--- config.mk ---
export PLATFORM = sky130hd
export DESIGN_NAME = uart_nibble_loader_flat
export DESIGN_NICKNAME = d
export VERILOG_FILES = /design/src/rtl/uart_nibble_loader_pkg.sv /design/src/rtl/uart_nibble_loader_if.sv /design/src/rtl/uart_nibble_loader_timeout_counter.sv /design/src/rtl/uart_nibble_loader.sv /design/src/flat_wrapper.sv
export SDC_FILE = /design/constraint.sdc
export NUM_CORES = 1
export LEC_CHECK = 0
export BUFFER_PORTS_ARGS = -buffer_cell sky130_fd_sc_hd__buf_4
export CAP_MARGIN = 20
export CORE_UTILIZATION = 45
export CTS_CLUSTER_DIAMETER = 120
export DETAILED_ROUTE_END_ITERATION = 12
export HOLD_SLACK_MARGIN = 0.05
export MAX_ROUTING_LAYER = met4
export PLACE_DENSITY = 0.64
export SYNTH_ARGS = -nofsm -noshare
export SYNTH_HDL_FRONTEND = slang
export SYNTH_HIERARCHICAL = 1
export SYNTH_SLANG_ARGS = --single-unit
--- constraint.sdc ---
create_clock -name clk_i -period 2.31 [get_ports clk_i]
set_clock_uncertainty 0.05 [all_clocks]
set_input_delay 0.462 -clock clk_i [delete_from_list [all_inputs] [get_ports clk_i]]
set_output_delay 0.462 -clock clk_i [all_outputs]
set_load 0.005 [all_outputs]
--- src/rtl/uart_nibble_loader_pkg.sv ---
// Shared definitions for the UART nibble loader: FSM state encoding and default frame header.
// Latency: n/a (definitions only).
// Backpressure: n/a.
package uart_nibble_loader_pkg;

  typedef enum logic [2:0] {
    stIDLE    = 3'd0,
    stLEN     = 3'd1,
    stPAYLOAD = 3'd2,
    stWR_LO   = 3'd3,
    stWR_HI   = 3'd4,
    stCHECK   = 3'd5
  } state_e;

  localparam logic [7:0] SYNC_BYTE_DEFAULT = 8'hA5;

endpackage

--- src/rtl/uart_nibble_loader_if.sv ---
// Byte stream in from the UART receiver plus the instruction-memory write port out.
// Latency: n/a (wires only).
// Backpressure: none; the receiver strobes bytes and the memory always accepts writes.
// Ports:
//   rx_data_i / rx_valid_strb_i : received byte and its one-cycle strobe
//   mem_we_o / mem_addr_o / mem_wdata_o : nibble write port
// master = UART/memory side, slave = loader.
interface uart_nibble_loader_if #(
  parameter int DATA_WIDTH   = 8,
  parameter int NIBBLE_WIDTH = 4,
  parameter int ADDR_WIDTH   = 5
);
  logic [DATA_WIDTH-1:0]   rx_data_i;
  logic                    rx_valid_strb_i;
  logic                    mem_we_o;
  logic [ADDR_WIDTH-1:0]   mem_addr_o;
  logic [NIBBLE_WIDTH-1:0] mem_wdata_o;

  modport master (
    output rx_data_i, rx_valid_strb_i,
    input  mem_we_o, mem_addr_o, mem_wdata_o
  );

  modport slave (
    input  rx_data_i, rx_valid_strb_i,
    output mem_we_o, mem_addr_o, mem_wdata_o
  );
endinterface

--- src/rtl/uart_nibble_loader_timeout_counter.sv ---
// Idle-gap watchdog: counts enabled cycles since the last clear, flags TIMEOUT_CYCLES-1.
// Latency: expired_o is decoded from the registered count (no input-to-output path).
// Backpressure: none; the count saturates at the expiry value until cleared.
// Ports: clk_i, reset_ni, clear_i (synchronous clear, wins), enable_i (count), expired_o.
module loader_timeout_counter #(
  parameter int TIMEOUT_CYCLES   = 65535,
  parameter int TIMEOUT_BITWIDTH = 16
) (
  input  logic clk_i,
  input  logic reset_ni,
  input  logic clear_i,
  input  logic enable_i,
  output logic expired_o
);

  logic [TIMEOUT_BITWIDTH-1:0] cnt_q, cnt_d;

  assign expired_o = (cnt_q == TIMEOUT_BITWIDTH'(TIMEOUT_CYCLES - 1));

  always_comb begin
    cnt_d = cnt_q;
    if (clear_i) begin
      cnt_d = '0;
    end else if (enable_i && !expired_o) begin
      cnt_d = cnt_q + 1'b1;
    end
  end

  always_ff @(posedge clk_i or negedge reset_ni) begin
    if (!reset_ni) begin
      cnt_q <= '0;
    end else begin
      cnt_q <= cnt_d;
    end
  end

endmodule

--- src/rtl/uart_nibble_loader.sv ---
// Loads a SYNC/LEN/payload/XOR-checksum frame into instruction memory, two nibbles per byte.
// Latency: payload strobe at t -> low-nibble write at t+1, high at t+2; CHK strobe -> status at t+1.
// Backpressure: none; a byte arriving during a nibble write aborts the frame after that write.
// Ports: clk_i, reset_ni, bus (rx byte in, nibble write out), cpu_hold_o, busy_o,
//        load_done_o (sticky success), load_error_o (sticky abort).
module uart_nibble_loader
  import uart_nibble_loader_pkg::*;
#(
  parameter int              DATA_WIDTH       = 8,
  parameter int              NIBBLE_WIDTH     = 4,
  parameter int              ADDR_WIDTH       = 5,
  parameter logic [7:0]      SYNC_BYTE        = SYNC_BYTE_DEFAULT,
  parameter int              TIMEOUT_CYCLES   = 65535,
  parameter int              TIMEOUT_BITWIDTH = 16
) (
  input  logic                  clk_i,
  input  logic                  reset_ni,
  uart_nibble_loader_if.slave   bus,
  output logic                  cpu_hold_o,
  output logic                  busy_o,
  output logic                  load_done_o,
  output logic                  load_error_o
);

  localparam int MAX_LEN = 2 ** (ADDR_WIDTH - 1);

  state_e                  state_q, state_d;
  logic [ADDR_WIDTH-1:0]   waddr_q, waddr_d;    // next nibble address
  logic [ADDR_WIDTH-1:0]   rem_q, rem_d;        // payload bytes still to come
  logic [DATA_WIDTH-1:0]   acc_q, acc_d;        // running XOR of payload
  logic [DATA_WIDTH-1:0]   byte_q, byte_d;      // payload byte being written
  logic                    overrun_q, overrun_d;
  logic                    we_q, we_d;
  logic [ADDR_WIDTH-1:0]   addr_q, addr_d;
  logic [NIBBLE_WIDTH-1:0] wdata_q, wdata_d;
  logic                    hold_q, hold_d;
  logic                    done_q, done_d;
  logic                    err_q, err_d;

  logic                    strb;
  logic [DATA_WIDTH-1:0]   rx;
  logic                    tmo_en;
  logic                    tmo_expired;
  logic                    abort;

  assign strb   = bus.rx_valid_strb_i;
  assign rx     = bus.rx_data_i;
  // Only the states that wait on the receiver are watched.
  assign tmo_en = (state_q == stLEN) || (state_q == stPAYLOAD) || (state_q == stCHECK);

  loader_timeout_counter #(
    .TIMEOUT_CYCLES   (TIMEOUT_CYCLES),
    .TIMEOUT_BITWIDTH (TIMEOUT_BITWIDTH)
  ) u_timeout (
    .clk_i     (clk_i),
    .reset_ni  (reset_ni),
    .clear_i   (strb || !tmo_en),
    .enable_i  (tmo_en),
    .expired_o (tmo_expired)
  );

  always_comb begin
    state_d   = state_q;
    waddr_d   = waddr_q;
    rem_d     = rem_q;
    acc_d     = acc_q;
    byte_d    = byte_q;
    overrun_d = overrun_q;
    we_d      = 1'b0;
    addr_d    = addr_q;
    wdata_d   = wdata_q;
    hold_d    = hold_q;
    done_d    = done_q;
    err_d     = err_q;
    abort     = 1'b0;

    case (state_q)
      stIDLE: begin
        if (strb && rx == SYNC_BYTE) begin
          done_d    = 1'b0;
          err_d     = 1'b0;
          hold_d    = 1'b1;
          waddr_d   = '0;
          acc_d     = '0;
          overrun_d = 1'b0;
          state_d   = stLEN;
        end
      end
      stLEN: begin
        if (strb) begin
          if (rx == '0 || rx > DATA_WIDTH'(MAX_LEN)) begin
            abort = 1'b1;
          end else begin
            rem_d   = rx[ADDR_WIDTH-1:0];
            state_d = stPAYLOAD;
          end
        end else if (tmo_expired) begin
          abort = 1'b1;
        end
      end
      stPAYLOAD: begin
        if (strb) begin
          // The low-nibble write is registered here so it is on the port during stWR_LO.
          byte_d  = rx;
          acc_d   = acc_q ^ rx;
          we_d    = 1'b1;
          addr_d  = waddr_q;
          wdata_d = rx[NIBBLE_WIDTH-1:0];
          waddr_d = waddr_q + 1'b1;
          state_d = stWR_LO;
        end else if (tmo_expired) begin
          abort = 1'b1;
        end
      end
      stWR_LO: begin
        we_d    = 1'b1;
        addr_d  = waddr_q;
        wdata_d = byte_q[DATA_WIDTH-1:NIBBLE_WIDTH];
        waddr_d = waddr_q + 1'b1;
        state_d = stWR_HI;
        if (strb) overrun_d = 1'b1;
      end
      stWR_HI: begin
        // High nibble is on the port this cycle; an overrun aborts only after it lands.
        rem_d = rem_q - 1'b1;
        if (overrun_q || strb) begin
          abort = 1'b1;
        end else if (rem_q == ADDR_WIDTH'(1)) begin
          state_d = stCHECK;
        end else begin
          state_d = stPAYLOAD;
        end
      end
      stCHECK: begin
        if (strb) begin
          if (rx == acc_q) begin
            done_d  = 1'b1;
            hold_d  = 1'b0;
            state_d = stIDLE;
          end else begin
            abort = 1'b1;
          end
        end else if (tmo_expired) begin
          abort = 1'b1;
        end
      end
      default: state_d = stIDLE;
    endcase

    if (abort) begin
      err_d   = 1'b1;
      hold_d  = 1'b1;
      state_d = stIDLE;
    end
  end

  always_ff @(posedge clk_i or negedge reset_ni) begin
    if (!reset_ni) begin
      state_q   <= stIDLE;
      waddr_q   <= '0;
      rem_q     <= '0;
      acc_q     <= '0;
      byte_q    <= '0;
      overrun_q <= 1'b0;
      we_q      <= 1'b0;
      addr_q    <= '0;
      wdata_q   <= '0;
      hold_q    <= 1'b1;
      done_q    <= 1'b0;
      err_q     <= 1'b0;
    end else begin
      state_q   <= state_d;
      waddr_q   <= waddr_d;
      rem_q     <= rem_d;
      acc_q     <= acc_d;
      byte_q    <= byte_d;
      overrun_q <= overrun_d;
      we_q      <= we_d;
      addr_q    <= addr_d;
      wdata_q   <= wdata_d;
      hold_q    <= hold_d;
      done_q    <= done_d;
      err_q     <= err_d;
    end
  end

  assign bus.mem_we_o    = we_q;
  assign bus.mem_addr_o  = addr_q;
  assign bus.mem_wdata_o = wdata_q;
  assign cpu_hold_o      = hold_q;
  assign busy_o          = (state_q != stIDLE);
  assign load_done_o     = done_q;
  assign load_error_o    = err_q;

endmodule
--- src/flat_wrapper.sv ---
// flat-port wrapper written by rule: the top's interface ports become plain ports
module uart_nibble_loader_flat import uart_nibble_loader_pkg::*;
#(
  parameter int              DATA_WIDTH       = 8,
  parameter int              NIBBLE_WIDTH     = 4,
  parameter int              ADDR_WIDTH       = 5,
  parameter logic [7:0]      SYNC_BYTE        = SYNC_BYTE_DEFAULT,
  parameter int              TIMEOUT_CYCLES   = 65535,
  parameter int              TIMEOUT_BITWIDTH = 16
)
  (clk_i, reset_ni, cpu_hold_o, busy_o, load_done_o, load_error_o, bus_rx_data_i, bus_rx_valid_strb_i, bus_mem_we_o, bus_mem_addr_o, bus_mem_wdata_o);
  uart_nibble_loader_if #(.DATA_WIDTH(DATA_WIDTH), .NIBBLE_WIDTH(NIBBLE_WIDTH), .ADDR_WIDTH(ADDR_WIDTH)) bus_i ();
  input  logic clk_i;
  input  logic reset_ni;
  output logic cpu_hold_o;
  output logic busy_o;
  output logic load_done_o;
  output logic load_error_o;
  input wire logic [$bits(bus_i.rx_data_i)-1:0] bus_rx_data_i;
  input wire logic [$bits(bus_i.rx_valid_strb_i)-1:0] bus_rx_valid_strb_i;
  output wire logic [$bits(bus_i.mem_we_o)-1:0] bus_mem_we_o;
  output wire logic [$bits(bus_i.mem_addr_o)-1:0] bus_mem_addr_o;
  output wire logic [$bits(bus_i.mem_wdata_o)-1:0] bus_mem_wdata_o;
  assign bus_i.rx_data_i = bus_rx_data_i;
  assign bus_i.rx_valid_strb_i = bus_rx_valid_strb_i;
  assign bus_mem_we_o = bus_i.mem_we_o;
  assign bus_mem_addr_o = bus_i.mem_addr_o;
  assign bus_mem_wdata_o = bus_i.mem_wdata_o;
  uart_nibble_loader #(.DATA_WIDTH(DATA_WIDTH), .NIBBLE_WIDTH(NIBBLE_WIDTH), .ADDR_WIDTH(ADDR_WIDTH), .SYNC_BYTE(SYNC_BYTE), .TIMEOUT_CYCLES(TIMEOUT_CYCLES), .TIMEOUT_BITWIDTH(TIMEOUT_BITWIDTH)) u_core (.clk_i(clk_i), .reset_ni(reset_ni), .bus(bus_i), .cpu_hold_o(cpu_hold_o), .busy_o(busy_o), .load_done_o(load_done_o), .load_error_o(load_error_o));
endmodule
==> run metrics <==
status finished clean; first-pass GRT wire length 10960 um; Place WS -0.07244 ns; Die ar. 0.007018 mm^2; Final setup viols 0; CTS tree yes; RSZ-0062 raised after global routing no; headroom to the max-slew limit between 50 and 60%; CP max-delay cell dfrtp_2; grt ovf 0; asr flop ratio synth 100.0%; area of the core approximately 0.0064 mm^2; Hold WC Path Type in2async; CTS clk-pin slew, worst paths around 0.1 ns; GP Congestion a little over 0.8; Final Cell Area 0.003510 mm^2; vias between 2000 and 2500; vias in the first global route about 2300; CP Launch Type flop; DIE HEIGHT between 80 and 90 um; Synth Net Count 333; FF-to-FF setup slack 0.24 ns; synthesized area around 0.0030 mm^2; Starting Density between 40% and 50%; Yosys top cell by area dfrtp_1; IO Count 25; final hold viol count 0; Residual DRC 0; synth top area cells dfrtp_1 45%, nor2_1 4.6%, o21ai_0 4.2%; largest net degree at the start of global routing 56; Cells after Synth approximately 320; Fillers slightly below 600; top-count cell post-synth dfrtp_1; dpl cells 429; sequential area share after synthesis between 40% and 50%; Period minus WS final approximately 2.2 ns; Post-synth top flop dfrtp_1; GRT Overall Usage between 10% and 20%; root cell of the clock tree clkbuf_8; initial antenna violation count 0; cell row count 29; Total Wirelength approximately 6300 um; final worst path period share between 90% and 100%; Final Max Tran Viols 0; Iteration-0 DRC Markers about 160; wire per inst about 14 um; #FFs+latches synth 55; Layout Cells excl Fill between 400 and 500; most frequent CP cell buf_4; Critical Path RT 1.80 ns; Lkg Pwr 1.571 nW; number of max-cap violations 0; Post-synth EDFFs 0; hpwl dp roughly 4500 um; Avg Inst Size Synth between 9 and 10 um^2; clk sinks 55; CP Capture Type output port; Post-Place Cell Area roughly 0.0034 mm^2; Yosys top cell area share about 45%; via-per-instance ratio 5.712; Area Overhead vs Synth 16.63%; synth cell count leaders 54 x dfrtp_1, 37 x nor2_1, 32 x nand2_1, 25 x o21ai_0, 15 x a21oi_1; Routed Antenna Nets 0; worst-case clock buffer depth 2; crit path DAT roughly 1.7 ns; htree depth 2; synthesis warning total 6; maximum vdd drop 0.4704 mV; Nets between 300 and 400; chip width around 84 um; synth unique cells 55; first drt pass iteration count 4; WS Path Type reg2out; Max Clk Rate 459.2 MHz; Worst-Skew Late Latency approximately 0.31 ns; slowest stage delay, CP ~0.47 ns; Buffers on Ports 24; PD cells roughly 900 mW/mm^2; layout cell share with drive strength beyond 1 between 20% and 30%; Slew @ Worst Pin 0.6788 ns; worst path cell trace buf_4 > or3_1 > buf_4 > buf_4; crit-path max FO 7; antenna diode count 0; Num CTS Buffers 5; final setup margin 0.1324 ns
==> layout make-up <==
| cell class | instances | area, um^2 | share of cell area, % |
|---|---|---|---|
| Timing Repair Buffer | 46 | 345.3 | 9.840 |
| Multi-Input combinational cell | 241 | 1555 | 44.31 |
| Clock inverter | 1 | 8.758 | 0.2496 |
| Clock buffer | 7 | 86.33 | 2.460 |
| Inverter | 10 | 37.54 | 1.070 |
| Tap cell | 77 | 96.34 | 2.745 |
| Sequential cell | 55 | 1380 | 39.32 |
==> kinds of logic after synthesis <==
family / synth area share (%)
AO/OA/AOI/OAI: 15.76
XOR/XNOR: 2.910
adder cells (fa/ha/maj): 2.079
buffers and inverters: 2.620
flip-flops: 45.78
multiplexers: 4.781
AND/OR/NAND/NOR: 26.07
==> registers in the layout, indices dropped and copies added, names as in the netlist <==
name                    count
u_core/bus.mem_wdata_o      4
u_core/bus.mem_we_o         1
u_core/overrun_q            1
u_core/byte_q               4
u_core/waddr_q              5
u_core/u_timeout/cnt_q     16
u_core/load_done_o          1
u_core/cpu_hold_o           1
u_core/acc_q                8
u_core/state_q              3
u_core/bus.mem_addr_o       5
u_core/rem_q                5
u_core/load_error_o         1
==> cells in the final DEF (no fill, tap or decap), types with 7 or more instances in the layout <==
cell      n
xnor2_1  10
nand4_1   9
a21oi_1  15
nor2_1   37
inv_1     9
o21ai_0  25
a31oi_1   7
nand2_1  32
dfrtp_1  52
nand3_1  13
or3_1     7
buf_4    46
==> path summary, 6_finish.rpt <==
check / startpoint / end / depth (start not counted)
worst max register to register: u_core/state_q[1]$_DFFE_PN0P_ / u_core/acc_q[7]$_DFFE_PN0P_ / 6
worst min-delay path: reset_ni / u_core/bus.mem_we_o$_DFF_PN0_ / 1
worst max-delay path: u_core/state_q[1]$_DFFE_PN0P_ / busy_o / 4
max in group asynchronous: reset_ni / u_core/state_q[1]$_DFFE_PN0P_ / 1
worst min register to register: u_core/byte_q[4]$_DFFE_PN0P_ / u_core/byte_q[4]$_DFFE_PN0P_ / 2
min in group clk_i: bus_rx_data_i[6] / u_core/byte_q[6]$_DFFE_PN0P_ / 3
==> repair_timing <==
item,4_1_cts,5_1_grt
setup endpoints to repair,0,4
setup buffers,0,0
resized for setup,0,4
hold buffers,0,0
==> metrics by stage <==
step | setup TNS (ns) | util [%] | hold WS [ns] | power (mW)
after floorplan | 0 | - | 0.1164 | 2.155
after global placement | -0.1081 | 53.39 | 0.4105 | 2.594
after detailed placement | -0.2771 | 53.39 | 0.4124 | 2.621
after CTS | 0 | 54.88 | 0.1613 | 3.197
after global routing | 0 | 54.96 | 0.1914 | 3.409
final | 0 | 54.96 | 0.1334 | 3.172
==> critical path, delay by kind of cell (launching register included) <==
kind	cells	cell delay, ns
buf+inv	3	0.47
flops	1	0.47
simple gates	1	0.41
==> per-layer routing <==
metal / vias to the layer above / global-route usage (%) / wire (um)
li1: 1243 / - / -
met1: 1208 / 27.98 / 3238
met2: 38 / 29.56 / 2786
met3: 7 / 3.165 / 198
met4: 0 / 5.085 / 65
met5: - / - / 0
==> where the power goes <==
group          switching (mW)  internal [mW]
Combinational           0.609          0.580
Clock                   0.317          0.247
Sequential              0.198           1.22
Power figures use the tool's default switching activity.
